===== config.mk =====
export PLATFORM = sky130hd
export DESIGN_NAME = bcd_counter_fnd
export DESIGN_NICKNAME = d
export VERILOG_FILES = /design/src/rtl/fnd_pkg.sv /design/src/rtl/bcd_digit.sv /design/src/rtl/bcd_counter_fnd.sv
export SDC_FILE = /design/constraint.sdc
export NUM_CORES = 1
export LEC_CHECK = 0
export BUFFER_PORTS_ARGS = -buffer_cell sky130_fd_sc_hd__clkbuf_2
export CAP_MARGIN = 5
export CORE_MARGIN = 2
export CORE_UTILIZATION = 40
export CTS_CLUSTER_DIAMETER = 30
export DETAILED_ROUTE_END_ITERATION = 16
export GPL_TIMING_DRIVEN = 1
export PLACE_DENSITY_LB_ADDON = 0.1
export SLEW_MARGIN = 30
export SYNTH_ARGS = -nofsm -noshare
export SYNTH_HDL_FRONTEND = slang
export SYNTH_SLANG_ARGS = --single-unit

===== constraint.sdc =====
create_clock -name clk -period 5 [get_ports clk]
set_input_delay 0 -clock clk [delete_from_list [all_inputs] [get_ports clk]]
set_output_delay 0 -clock clk [all_outputs]
set_load 0.03 [all_outputs]

===== src/rtl/fnd_pkg.sv =====
// Shared types and the seven-segment decoder for the FND counter.
// Segment encoding is active-low {g,f,e,d,c,b,a}.
package fnd_pkg;

   localparam logic [6:0] SEG_BLANK = 7'h7F;

   typedef enum logic {
      ST_STOP = 1'b0,
      ST_RUN  = 1'b1
   } state_t;

   // Non-BCD codes cannot occur, but they still decode to blank so the pins stay dark.
   function automatic logic [6:0] seg_decode(input logic [3:0] d);
      logic [6:0] s;
      case (d)
         4'd0:    s = 7'h40;
         4'd1:    s = 7'h79;
         4'd2:    s = 7'h24;
         4'd3:    s = 7'h30;
         4'd4:    s = 7'h19;
         4'd5:    s = 7'h12;
         4'd6:    s = 7'h02;
         4'd7:    s = 7'h78;
         4'd8:    s = 7'h00;
         4'd9:    s = 7'h10;
         default: s = SEG_BLANK;
      endcase
      return s;
   endfunction

endpackage


===== src/rtl/bcd_digit.sv =====
// One up/down BCD digit.
// o_co flags that this digit rolls over (9->0 or 0->9) on the current enable.
module bcd_digit
   import fnd_pkg::*;
(
   input  logic       clk,
   input  logic       rst,
   input  logic       i_en,
   input  logic       i_dir,
   input  logic       i_clr,
   output logic [3:0] o_q,
   output logic       o_co
);

   assign o_co = i_en & (i_dir ? (o_q == 4'd0) : (o_q == 4'd9));

   always_ff @(posedge clk or posedge rst) begin
      if (rst)
         o_q <= 4'd0;
      else if (i_clr)
         o_q <= 4'd0;
      else if (i_en) begin
         if (i_dir)
            o_q <= (o_q == 4'd0) ? 4'd9 : o_q - 4'd1;
         else
            o_q <= (o_q == 4'd9) ? 4'd0 : o_q + 4'd1;
      end
   end

endmodule


===== src/rtl/bcd_counter_fnd.sv =====
// N-digit BCD up/down counter with run/stop mode, single-step and wrap pulse,
// driving a multiplexed active-low seven-segment display.
module bcd_counter_fnd
   import fnd_pkg::*;
#(
   parameter int NUM_DIGITS = 4,
   parameter int DIV_COUNT  = 10_000_000,
   parameter int DIV_SCAN   = 10_000,
   parameter int BLANK_LZ   = 1
) (
   input  logic                    clk,
   input  logic                    rst,
   input  logic                    i_run,
   input  logic                    i_clr,
   input  logic                    i_dir,
   input  logic                    i_step,
   output logic [4*NUM_DIGITS-1:0] o_count_bcd,
   output logic                    o_wrap,
   output logic [NUM_DIGITS-1:0]   o_fnd_com,
   output logic [6:0]              o_fnd_data
);

   localparam int DCW = (DIV_COUNT > 1) ? $clog2(DIV_COUNT) : 1;
   localparam int DSW = (DIV_SCAN > 1) ? $clog2(DIV_SCAN) : 1;
   localparam int IW  = $clog2(NUM_DIGITS);

   logic r_run_s1, r_run_s2, r_clr_s1, r_clr_s2, r_dir_s1, r_dir_s2;
   logic r_step_s1, r_step_s2, r_step_s3;

   always_ff @(posedge clk or posedge rst) begin
      if (rst) begin
         {r_run_s1, r_run_s2, r_clr_s1, r_clr_s2, r_dir_s1, r_dir_s2} <= '0;
         {r_step_s1, r_step_s2, r_step_s3} <= '0;
      end else begin
         {r_run_s2, r_run_s1}   <= {r_run_s1, i_run};
         {r_clr_s2, r_clr_s1}   <= {r_clr_s1, i_clr};
         {r_dir_s2, r_dir_s1}   <= {r_dir_s1, i_dir};
         {r_step_s3, r_step_s2, r_step_s1} <= {r_step_s2, r_step_s1, i_step};
      end
   end

   state_t           r_state;
   logic [DCW-1:0]   r_cdiv;
   logic             w_tick, w_adv;

   assign w_tick = (r_state == ST_RUN) && (r_cdiv == DCW'(DIV_COUNT - 1));
   assign w_adv  = w_tick | ((r_state == ST_STOP) & r_step_s2 & ~r_step_s3);

   always_ff @(posedge clk or posedge rst) begin
      if (rst) begin
         r_state <= ST_STOP;
         r_cdiv  <= '0;
      end else begin
         case (r_state)
            ST_STOP: begin
               r_cdiv <= '0;
               if (r_run_s2) r_state <= ST_RUN;
            end
            ST_RUN: begin
               if (!r_run_s2) begin
                  r_state <= ST_STOP;
                  r_cdiv  <= '0;
               end else if (w_tick)
                  r_cdiv <= '0;
               else
                  r_cdiv <= r_cdiv + 1'b1;
            end
            default: r_state <= ST_STOP;
         endcase
      end
   end

   logic [NUM_DIGITS-1:0][3:0] w_cnt;
   logic [NUM_DIGITS-1:0]      w_co_all;

   // Ripple chain: each digit is enabled by the rollover of the one below it.
   for (genvar g = 0; g < NUM_DIGITS; g++) begin : g_dig
      logic w_ci, w_co;
      if (g == 0) begin : g_first
         assign w_ci = w_adv;
      end else begin : g_rest
         assign w_ci = g_dig[g-1].w_co;
      end
      assign w_co_all[g] = w_co;
      bcd_digit u_dig (
         .clk   (clk),
         .rst   (rst),
         .i_en  (w_ci),
         .i_dir (r_dir_s2),
         .i_clr (r_clr_s2),
         .o_q   (w_cnt[g]),
         .o_co  (w_co)
      );
   end

   logic r_wrap;

   always_ff @(posedge clk or posedge rst) begin
      if (rst)
         r_wrap <= 1'b0;
      else
         r_wrap <= r_clr_s2 ? 1'b0 : &w_co_all;
   end

   assign o_count_bcd = w_cnt;
   assign o_wrap      = r_wrap;

   logic [DSW-1:0] r_sdiv;
   logic [IW-1:0]  r_idx;
   logic [3:0]     w_nib;
   logic           w_lz, w_blank;

   assign w_nib = w_cnt[r_idx];

   // Leading zero: this digit and everything above it are zero.
   always_comb begin
      w_lz = 1'b1;
      for (int i = 0; i < NUM_DIGITS; i++)
         if (i >= int'(r_idx) && w_cnt[i] != 4'd0) w_lz = 1'b0;
      w_blank = (BLANK_LZ != 0) && (r_idx != '0) && w_lz;
   end

   always_ff @(posedge clk or posedge rst) begin
      if (rst) begin
         r_sdiv     <= '0;
         r_idx      <= '0;
         o_fnd_com  <= '1;
         o_fnd_data <= SEG_BLANK;
      end else begin
         if (r_sdiv == DSW'(DIV_SCAN - 1)) begin
            r_sdiv <= '0;
            r_idx  <= (r_idx == IW'(NUM_DIGITS - 1)) ? '0 : r_idx + 1'b1;
         end else
            r_sdiv <= r_sdiv + 1'b1;
         o_fnd_com  <= ~(NUM_DIGITS'(1) << r_idx);
         o_fnd_data <= w_blank ? SEG_BLANK : seg_decode(w_nib);
      end
   end

endmodule


**Word level (Yosys, flattened, before mapping)**

Memory sizes are Yosys's and may differ from the RTL's.
Cells that the tools add are included.

- Mux-type cells: 38
- Reduce and logical (&&, ||, !) cells: 19
- Eq/ne operators: 7
- Bitwise operators: 10
- $add $sub $neg: 11
- Shifts and indexed selects: 1
- Multiply operators: 0
- Divide/modulo/power cells: 0
- $lt $le $gt $ge: 4

Operators by type and width:

| operator | count |
|---|---|
| 2-to-1 mux 4 bit | 21 |
| 2-to-1 mux 24 bit | 2 |
| case mux 24 bit (2 select lines) | 1 |
| adder 24 x 1 -> 24 bit (second input constant) | 1 |
| equality test 24 bit (second input constant) | 1 |
| adder 4 x 1 -> 4 bit (second input constant) | 4 |
| equality test 4 bit (second input constant) | 4 |
| logical NOT 4 bit | 4 |
| nonzero test 4 bit | 4 |
| subtractor 4 x 1 -> 4 bit (second input constant) | 4 |
| adder 14 x 1 -> 14 bit (second input constant) | 1 |
| equality test 14 bit (second input constant) | 1 |
| 2-to-1 mux 14 bit | 1 |
| 2-to-1 mux 1 bit | 10 |
| nonzero test 2 bit | 5 |
| binary-select mux 4 bit (select 2 bit) | 1 |
| 2-to-1 mux 7 bit | 1 |
| AND 1 bit | 6 |
| logical AND 1 bit | 5 |
| >= comparator 1 x 2 -> 1 bit (first input constant) | 2 |
| inverter 4 bit | 1 |
| AND reduction 4 bit | 1 |
| << shifter 1 x 2 -> 4 bit (first input constant) | 1 |
| less-than comparator 2 x 3 -> 1 bit (second input constant) | 1 |
| 6 further kinds | 7 |

- Bits of input ports: 6
- Bits in read-only memories: 112
- Memories: 1
- Word-level logic and storage cells: 111
- Memory bits (writable): 0
- Register bits: 78
- Bits in latches: 0
- Output and inout bits: 28

Memory list:

| name | depth | width | read ports | clocked after memory_dff | wr ports | line | RTL |
|---|---|---|---|---|---|---|---|
| (name not given) | 16 | 7 | 1 | 0 | 0 | fnd_pkg.sv:15 | `case (d)` |

**Depth between registers and ports, before layout**

Gate-level depths: netlist of run 1.

- Word-level depth: 10
- Gate-level depth with buffers: 7
- Depth with buffers taken out: 7

**Hierarchy**

A second synthesis of run 1 with hierarchy kept.

- Cells, all modules: 457
- Area total of the unflattened synthesis: 4529.3 um^2

By module, submodules not included:

| module | instances | seq. area each (um^2) | area each (um^2) | cells each |
|---|---|---|---|---|
| bcd_counter_fnd | 1 | 1565.3 | 2982.9 | 273 |
| bcd_digit | 4 | 100.1 | 386.6 | 46 |

**Least setup slack after synthesis of run 1**

No wires, ideal clock.

- Path type: flip-flop to flip-flop
- From: register g_dig[0].u_dig.o_q[3]
- To: register g_dig[3].u_dig.o_q[2]
- Period minus slack after synthesis: 2.001 ns
- Setup time: 0.125 ns
- Path buffers: 0
- Stages on the path, launching flop included: 6
- Slack: 2.999 ns
- Arrival time: 1.876 ns
- Data required time: 4.875 ns
- Path through: dfrtp_1 or3b_4 a211oi_4 and3_2 nand3_2 mux2_4

- Longest elaborated chain between the ends: 6
- Elaborated cells between the ends (all ways): 7
- Classes of those cells: eq/ne (1); mux (1); bitwise (3); reduce/logical (2)

RTL lines:

| item | line | RTL |
|---|---|---|
| from (decl) | bcd_digit.sv:11 | `output logic [3:0] o_q,` |
| from (signal assigned) | bcd_digit.sv:24 | `o_q <= (o_q == 4'd0) ? 4'd9 : o_q - 4'd1;` |
| from (signal assigned) | bcd_digit.sv:26 | `o_q <= (o_q == 4'd9) ? 4'd0 : o_q + 4'd1;` |
| equality test 4 bit / logical NOT 4 bit (equally long branches) | bcd_digit.sv:15 | `assign o_co = i_en & (i_dir ? (o_q == 4'd0) : (o_q == 4'd9));` |
| 2-to-1 mux 1 bit (*) | bcd_digit.sv:15 |  |
| AND 1 bit (*) (3 in a row) | bcd_digit.sv:15 |  |
| nonzero test 2 bit (no line) (*) | n/a |  |
| to (signal assigned) | bcd_digit.sv:24 |  |
| to (signal assigned) | bcd_digit.sv:26 |  |
| to (decl) | bcd_digit.sv:11 |  |

Every way passes the cells marked *; elsewhere a longest branch is shown, timed or not.
A chain may end at the register's enable or synchronous reset.

**Worst setup path in the final report of run 1**

- From: register r_dir_s2
- To: register g_dig[3].u_dig.o_q[2]

- Longest elaborated chain between the ends: 5
- Elaborated cells between the ends (all ways): 10
- Classes of those cells: mux (6); bitwise (3); reduce/logical (1)

RTL lines:

| item | line | RTL |
|---|---|---|
| from (decl) | bcd_counter_fnd.sv:27 | `logic r_run_s1, r_run_s2, r_clr_s1, r_clr_s2, r_dir_s1, r_dir_s2;` |
| from (signal assigned) | bcd_counter_fnd.sv:37 | `{r_dir_s2, r_dir_s1} <= {r_dir_s1, i_dir};` |
| 2-to-1 mux 1 bit | bcd_digit.sv:15 |  |
| AND 1 bit (3 in a row) | bcd_digit.sv:15 |  |
| nonzero test 2 bit (no line) | n/a |  |

Parallel ways exist; a longest one is shown, timed or not. The select of a mux whose other input is x is not followed.

==> results of run 1 <==
[synthesized netlist by cell type (2+ instances only)]
cell type and number:
and4_1 2, a311oi_1 3, or3_1 4, clkbuf_1 19
nand2b_1 8, nor3_1 12, a21oi_1 16, xor2_1 19
mux2i_1 6, a211oi_1 3, nor2_1 44, mux4_2 4
nand4b_1 3, nand3_1 17, nor3b_1 3, dfstp_2 11
nor4_1 4, nor4b_1 4, and2_1 4, and3_1 7
buf_2 2, inv_1 21, a2111oi_2 2, nand2_1 28
nand4_1 10, a31oi_1 5, o221ai_1 2, ha_1 20
buf_4 2, o21ai_0 29, dfrtp_1 67, nor2b_1 7
xnor2_1 19, o211ai_1 3, nand3b_1 9
[stage by stage]
step | hold WS [ns] | worst slack [ns] | std cells | cell area [sq um]
5_1_grt | 0.256 | 2.58 | 612 | 4900
3_3_place_gp | 0.108 | 2.65 | 591 | 4590
4_1_cts | 0.256 | 2.53 | 612 | 4900
3_5_place_dp | 0.110 | 2.56 | 591 | 4590
6_report | 0.283 | 2.73 | 612 | 4900
2_1_floorplan | 0.0314 | 3.00 | 442 | 4330
[area by class of cell]
cell class	instances	area, sq um	area share
clock inverter	6	116	0.0237
timing repair buffer	42	249	0.0508
clock buffer	10	138	0.0281
tap	136	170	0.0347
sequential	78	1970	0.401
multi-input combinational	319	2180	0.445
inverter	21	80.1	0.0163
[worst min-delay path by stage]
| stage | startpoint | to | slack [ns] |
|---|---|---|---|
| 5_1_grt | i_clr | r_clr_s1 | 0.26 |
| 6_report | i_dir | r_dir_s1 | 0.28 |
| 3_3_place_gp | i_step | r_step_s1 | 0.11 |
| 4_1_cts | i_dir | r_dir_s1 | 0.26 |
| 3_5_place_dp | i_run | r_run_s1 | 0.11 |
| 2_1_floorplan | i_clr | r_clr_s1 | 0.03 |
[cells by family (layout without fill, tap and decap cells)]
family	Yosys count	count (layout)	share of synthesized area
xor gates and xnor gates	38	38	0.0769
adders and majority gates	20	20	0.0579
and+or+nand+nor	175	175	0.217
DFF	78	78	0.454
AOI/OAI and AO/OA	74	74	0.111
muxes	12	12	0.0408
buffers and inverters	45	79	0.0417
[worst max-delay path, cell delays in order (launching register included)]
cell and delay (ns):
dfrtp_1 0.33, buf_4 0.33, or3b_4 0.45, a211oi_4 0.34, and3_2 0.28, nand3_2 0.09, mux2_4 0.32
[routing by layer]
| metal | share of wire | vias up | track usage |
|---|---|---|---|
| li1 | - | 1602 | - |
| met1 | 0.47 | 1538 | 0.239 |
| met2 | 0.47 | 52 | 0.266 |
| met3 | 0.041 | 11 | 0.0422 |
| met4 | 0.012 | 0 | 0.0522 |
| met5 | 0 | - | 0 |
[timing repair]
action                                 4_1_cts  5_1_grt
endpoints found under the hold margin       71        0
setup endpoints to repair                    0        0
hold buffers                                 5        0
[sequential cells by signal, summed over array words and instances (netlist names)]
register         cells
g_dig.u_dig.o_q     16
o_fnd_com            4
o_fnd_data           7
o_wrap               1
r_cdiv              24
r_clr_s1             1
r_clr_s2             1
r_dir_s1             1
r_dir_s2             1
r_idx                2
r_run_s1             1
r_run_s2             1
r_sdiv              14
r_state              1
r_step_s1            1
r_step_s2            1
r_step_s3            1
[placed cells by master, fill, tap and decap left out, drive strengths merged, types with 3 or more instances in the layout]
master       synthesis  layout
bufinv               0       3
mux2i                6       6
and3                 8       8
a211oi               5       5
dfrtp               67      67
nor3b                3       3
o21ai               30      30
inv                 21      22
nor4                 4       4
nand4b               3       3
a21oi               16      16
nand3               18      18
a31oi                5       5
dfstp               11      11
xor2                19      19
mux4                 4       4
nand4               10      10
o211ai               3       3
nor3                12      12
nand2b               8       8
nor2b                7       7
a311oi               3       3
a2111oi              3       3
ha                  20      20
and2                 4       4
clkbuf              20      43
or3                  4       4
nand2               28      28
nor2                44      44
dlygate4sd3          0       5
buf                  4       4
nand3b               9       9
or3b                 3       3
xnor2               19      19
nor4b                4       4
[where the power goes]
group	leakage (nW)	switching, mW	internal [mW]
clock network	0.127	0.244	0.350
registers	1.01	0.0120	0.642
logic	0.901	0.0576	0.0329
==> flow_summary.yaml, run 1 <==
global_routing:
  grt_pass1_wl_um: 15600
  antenna_found_initial: 0
  grt_usage: 0.172
  grt_pass1_vias: 3087
  grt_start_max_net_pins: 79
  grt_overflow: 0
floorplan:
  initial_core_util: 0.415
  dieArea_sq_um: 11700
  num_rows: 37
  core_area_sq_um: 10400
  ioPinCount: 34
  die_y_um: 108
  die_w_um: 108
critical_path:
  r2r-end: "g_dig[3].u_dig.o_q[2]"
  rrSetupSlack_ns: 2.73
  setup.worst_path.end: "g_dig[3].u_dig.o_q[2]"
  path_max_fanout: 38
  end_kind: "register"
  r2r_cells: 6
  critPathRequiredTime_ns: 5.24
  crit_arrival_ns: 2.52
  path_class: "register to register"
  cp-startpoint: "r_dir_s2"
  critPathLaunchType: "register"
  reg2reg_from: "r_dir_s2"
final_layout:
  area_growth_pct: 13.3
  drive_gt1_frac: 0.172
  n_antenna_cell: 0
  n_fill_cell: 1001
  utilization: 0.471
  nNetsFinal: 497
sta:
  post-route-min-period_ns: 2.27
  maxSlewViolCount: 0
  fin_setup_tns_ns: 0
  worst_slew_pin_slew_ns: 0.714
  slew_headroom: 0.524
  post-route-period-util: 0.455
  skew_ns: 0.00657
  max_freq_mhz: 440
  rsz0062_at_grt: "false"
  finalSetupViolCount: 0
  hold_violations: 0
yosys:
  ys_async_sr_fraction: 1.00
  ys_types: 58
  synth_area_leaders: "dfrtp_1, dfstp_2, ha_1"
  syn_inst: 442
  ys.flop_type: "dfrtp_1"
  synth_area_per_cell_sq_um: 9.79
  synth_top_cell_area_share: 0.388
  synth-edff-count: 0
  ys_seq_area_frac: 0.454
  ys_ff_latch: 78
  synth_area_sq_um: 4330
  yosys.area.top_type: "dfrtp_1"
  ys_warn_count: 0
  syn_nets: 468
detailed_routing:
  vias: 3203
  drtIter0Drc: 151
  drt_wl_total_um: 9050
  detail_route.vias_per_cell: 5.23
  ant_nets: 0
  avgRoutedWirePerCell_um: 14.8
  drc: 0
  first_pass_iters: 4
pwr:
  pwr_density_cell_nw_per_um2: 273
  leakagePower_nw: 2.04
  peakVddDrop_v: 0.000166
  p_total_mw: 1.34
clock_network:
  cts.reportedPaths.clkPinSlew_ns: 0.08
  ctsResizeCount: 0
  cts_tree: "done"
  clock_path_buffers: 2
  cts_root_buf: "clkbuf_8"
  cts.htree.levels: 3
  clk_latency_ns: 0.36
  numCtsBuffers: 9
  cts_num_sinks: 78
  cts_setup_buffers: 0
hold_path:
  hold_depth: 2
  hold_class: "input port to register"
placed_design:
  dpl.hpwl_um: 6080
  portBuffers: 33
  gp_congestion: 0.779
run:
  max-cap-violations: 0
outcome:
  status: "finished, final reports clean"
(Power assumes the default switching activity.)
==> run 2, diff against run 1 <==
clock period = 2.3 ns   (was 5 ns; I/O delays follow)
==> run 2 against run 1 <==
Against the previous run:
- final cell count grew 2.5%
- sequential power grew 120%
- largest power group unchanged
- utilization is 0.46 points higher
- critical path depth is 1 lower
- clock-buffer cell count grew 2
- maximum frequency up 11%
- design area up 0.97%
- routed wire length rose by 0.72%
- die area did not move
- register-to-register slack worse by 2.5 ns
- clock skew increased by 0.0099 ns
- non-clock buffer count rose by 15
==> flow_summary.yaml, run 2 (same netlist as run 1, synthesis figures left out) <==
clock_network:
  numCtsBuffers: 9
  cts_num_sinks: 78
  clock_path_buffers: 2
  cts.htree.levels: 3
  ctsResizeCount: 0
  clk_latency_ns: 0.35
  cts.reportedPaths.clkPinSlew_ns: 0.09
  cts_tree: "done"
  cts_root_buf: "clkbuf_8"
global_routing:
  antenna_found_initial: 0
  grt_pass1_vias: 3166
  grt_pass1_wl_um: 15800
  grt_start_max_net_pins: 61
  grt_overflow: 0
  grt_usage: 0.172
critical_path:
  path_class: "register to register"
  critPathLaunchType: "register"
  reg2reg_from: "r_cdiv[21]"
  slowest_stage: "o41ai_1"
  crit_chain: "nor4_1 -> nand3_1 -> o21a_1 -> o41ai_1 -> a2111oi_2"
  crit_arrival_ns: 2.23
  r2r-end: "g_dig[1].u_dig.o_q[3]"
  critPathRequiredTime_ns: 2.48
  rrSetupSlack_ns: 0.25
  end_kind: "register"
  critical-path-max-stage-delay_ns: 0.43
  path_max_fanout: 14
  r2r_cells: 5
floorplan:
  die_y_um: 108
  dieArea_sq_um: 11700
  num_rows: 37
  initial_core_util: 0.415
  ioPinCount: 34
  core_area_sq_um: 10400
  die_w_um: 108
placed_design:
  place_area_sq_um: 4720
  portBuffers: 33
  gp_congestion: 0.770
  dpl.hpwl_um: 6400
final_layout:
  drive_gt1_frac: 0.189
  max_flop_register: "r_cdiv"
  largest_register_ffs: 24
  reg_top3: "r_cdiv (24), g_dig.u_dig.o_q (16), r_sdiv (14)"
  final_common_cell: "dfrtp_1"
  layout_common_cells: "dfrtp_1, nor2_1, clkbuf_2"
  final_cell_area_sq_um: 4950
  nNetsFinal: 512
  n_antenna_cell: 0
  n_fill_cell: 988
  area_growth_pct: 14.4
detailed_routing:
  drt_wl_total_um: 9120
  drtIter0Drc: 140
  first_pass_iters: 4
  avgRoutedWirePerCell_um: 14.5
  vias: 3303
  drc: 0
  detail_route.vias_per_cell: 5.27
  ant_nets: 0
sta:
  maxSlewViolCount: 0
  max_freq_mhz: 489
  slew_headroom: 0.512
  rsz0062_at_grt: "false"
  worst_slew_pin_slew_ns: 0.733
  post-route-min-period_ns: 2.05
  post-route-period-util: 0.889
  hold_violations: 0
  fin_setup_tns_ns: 0
  hold_slack_ns: 0.143
  finalSetupViolCount: 0
  skew_ns: 0.0165
pwr:
  pwr_density_cell_nw_per_um2: 528
  p_total_mw: 2.61
  leakagePower_nw: 2.09
  peakVddDrop_v: 0.000298
run:
  max-cap-violations: 0
hold_path:
  hold_class: "input port to async pin"
outcome:
  status: "finished, final reports clean"
run 2: cell count changes in the layout (fill, tap and decap cells not counted), moves of 2 or more:
cell,previous run,this run
buf_4,3,18
bufinv_16,3,1
clkbuf_1,0,3
inv_6,2,0
clkinv_2,1,3
run 2: power breakdown:
part	total, mW	internal, mW	switching, mW	leakage [nW]
logic	0.217	0.0809	0.136	0.983
registers	1.42	1.40	0.0197	1.01
clock network	0.980	0.502	0.478	0.0943
total	2.61	1.98	0.634	2.09
run 2: timing repair:
item	4_1_cts	5_1_grt
hold buffers	5	0
hold endpoints to repair	72	0
setup buffers	0	0
run 2: per-stage QoR:
step	std cells	setup slack, ns	util
final	627	0.255	0.475
after global routing	627	0.0362	0.475
after CTS	627	0.234	0.475
after detailed placement	606	0.260	0.453
after global placement	606	0.331	0.453
after floorplan	442	0.299	-
run 2: critical path: cells and delay by family (launching register included):
| family | cells | cell delay, ns |
|---|---|---|
| flip-flops | 1 | 0.42 |
| AND/OR/NAND/NOR | 2 | 0.51 |
| AO/OA/AOI/OAI | 3 | 0.94 |
run 2: metal layers:
layer	GRT usage	up-vias	wire length [um]	share of wire
li1	-	1630	-	-
met4	0.0476	0	102	0.011
met2	0.257	75	4150	0.46
met5	0	-	0	0
met1	0.246	1588	4490	0.49
met3	0.0452	10	373	0.041
run 2: layout make-up:
cell class	instances	area (sq um)	share of cell area
clock inverters	4	48.8	0.00986
well taps	136	170	0.0344
multi-input cells	319	2180	0.440
repair buffers	57	370	0.0748
inverters	21	80.1	0.0162
clock buffers	12	135	0.0273
flip-flops and latches	78	1970	0.397
run 2: worst max-delay path by stage:
| stage | end | start | depth (start not counted) | slack [ns] |
|---|---|---|---|---|
| final | g_dig[1].u_dig.o_q[3] | r_cdiv[21] | 5 | 0.25 |
| after global routing | r_cdiv[20] | r_cdiv[6] | 5 | 0.04 |
| after CTS | g_dig[1].u_dig.o_q[3] | r_cdiv[21] | 5 | 0.23 |
| after detailed placement | g_dig[1].u_dig.o_q[3] | r_cdiv[21] | 5 | 0.26 |
| after global placement | g_dig[1].u_dig.o_q[3] | r_cdiv[17] | 5 | 0.33 |
| after floorplan | g_dig[3].u_dig.o_q[2] | g_dig[0].u_dig.o_q[3] | 5 | 0.30 |
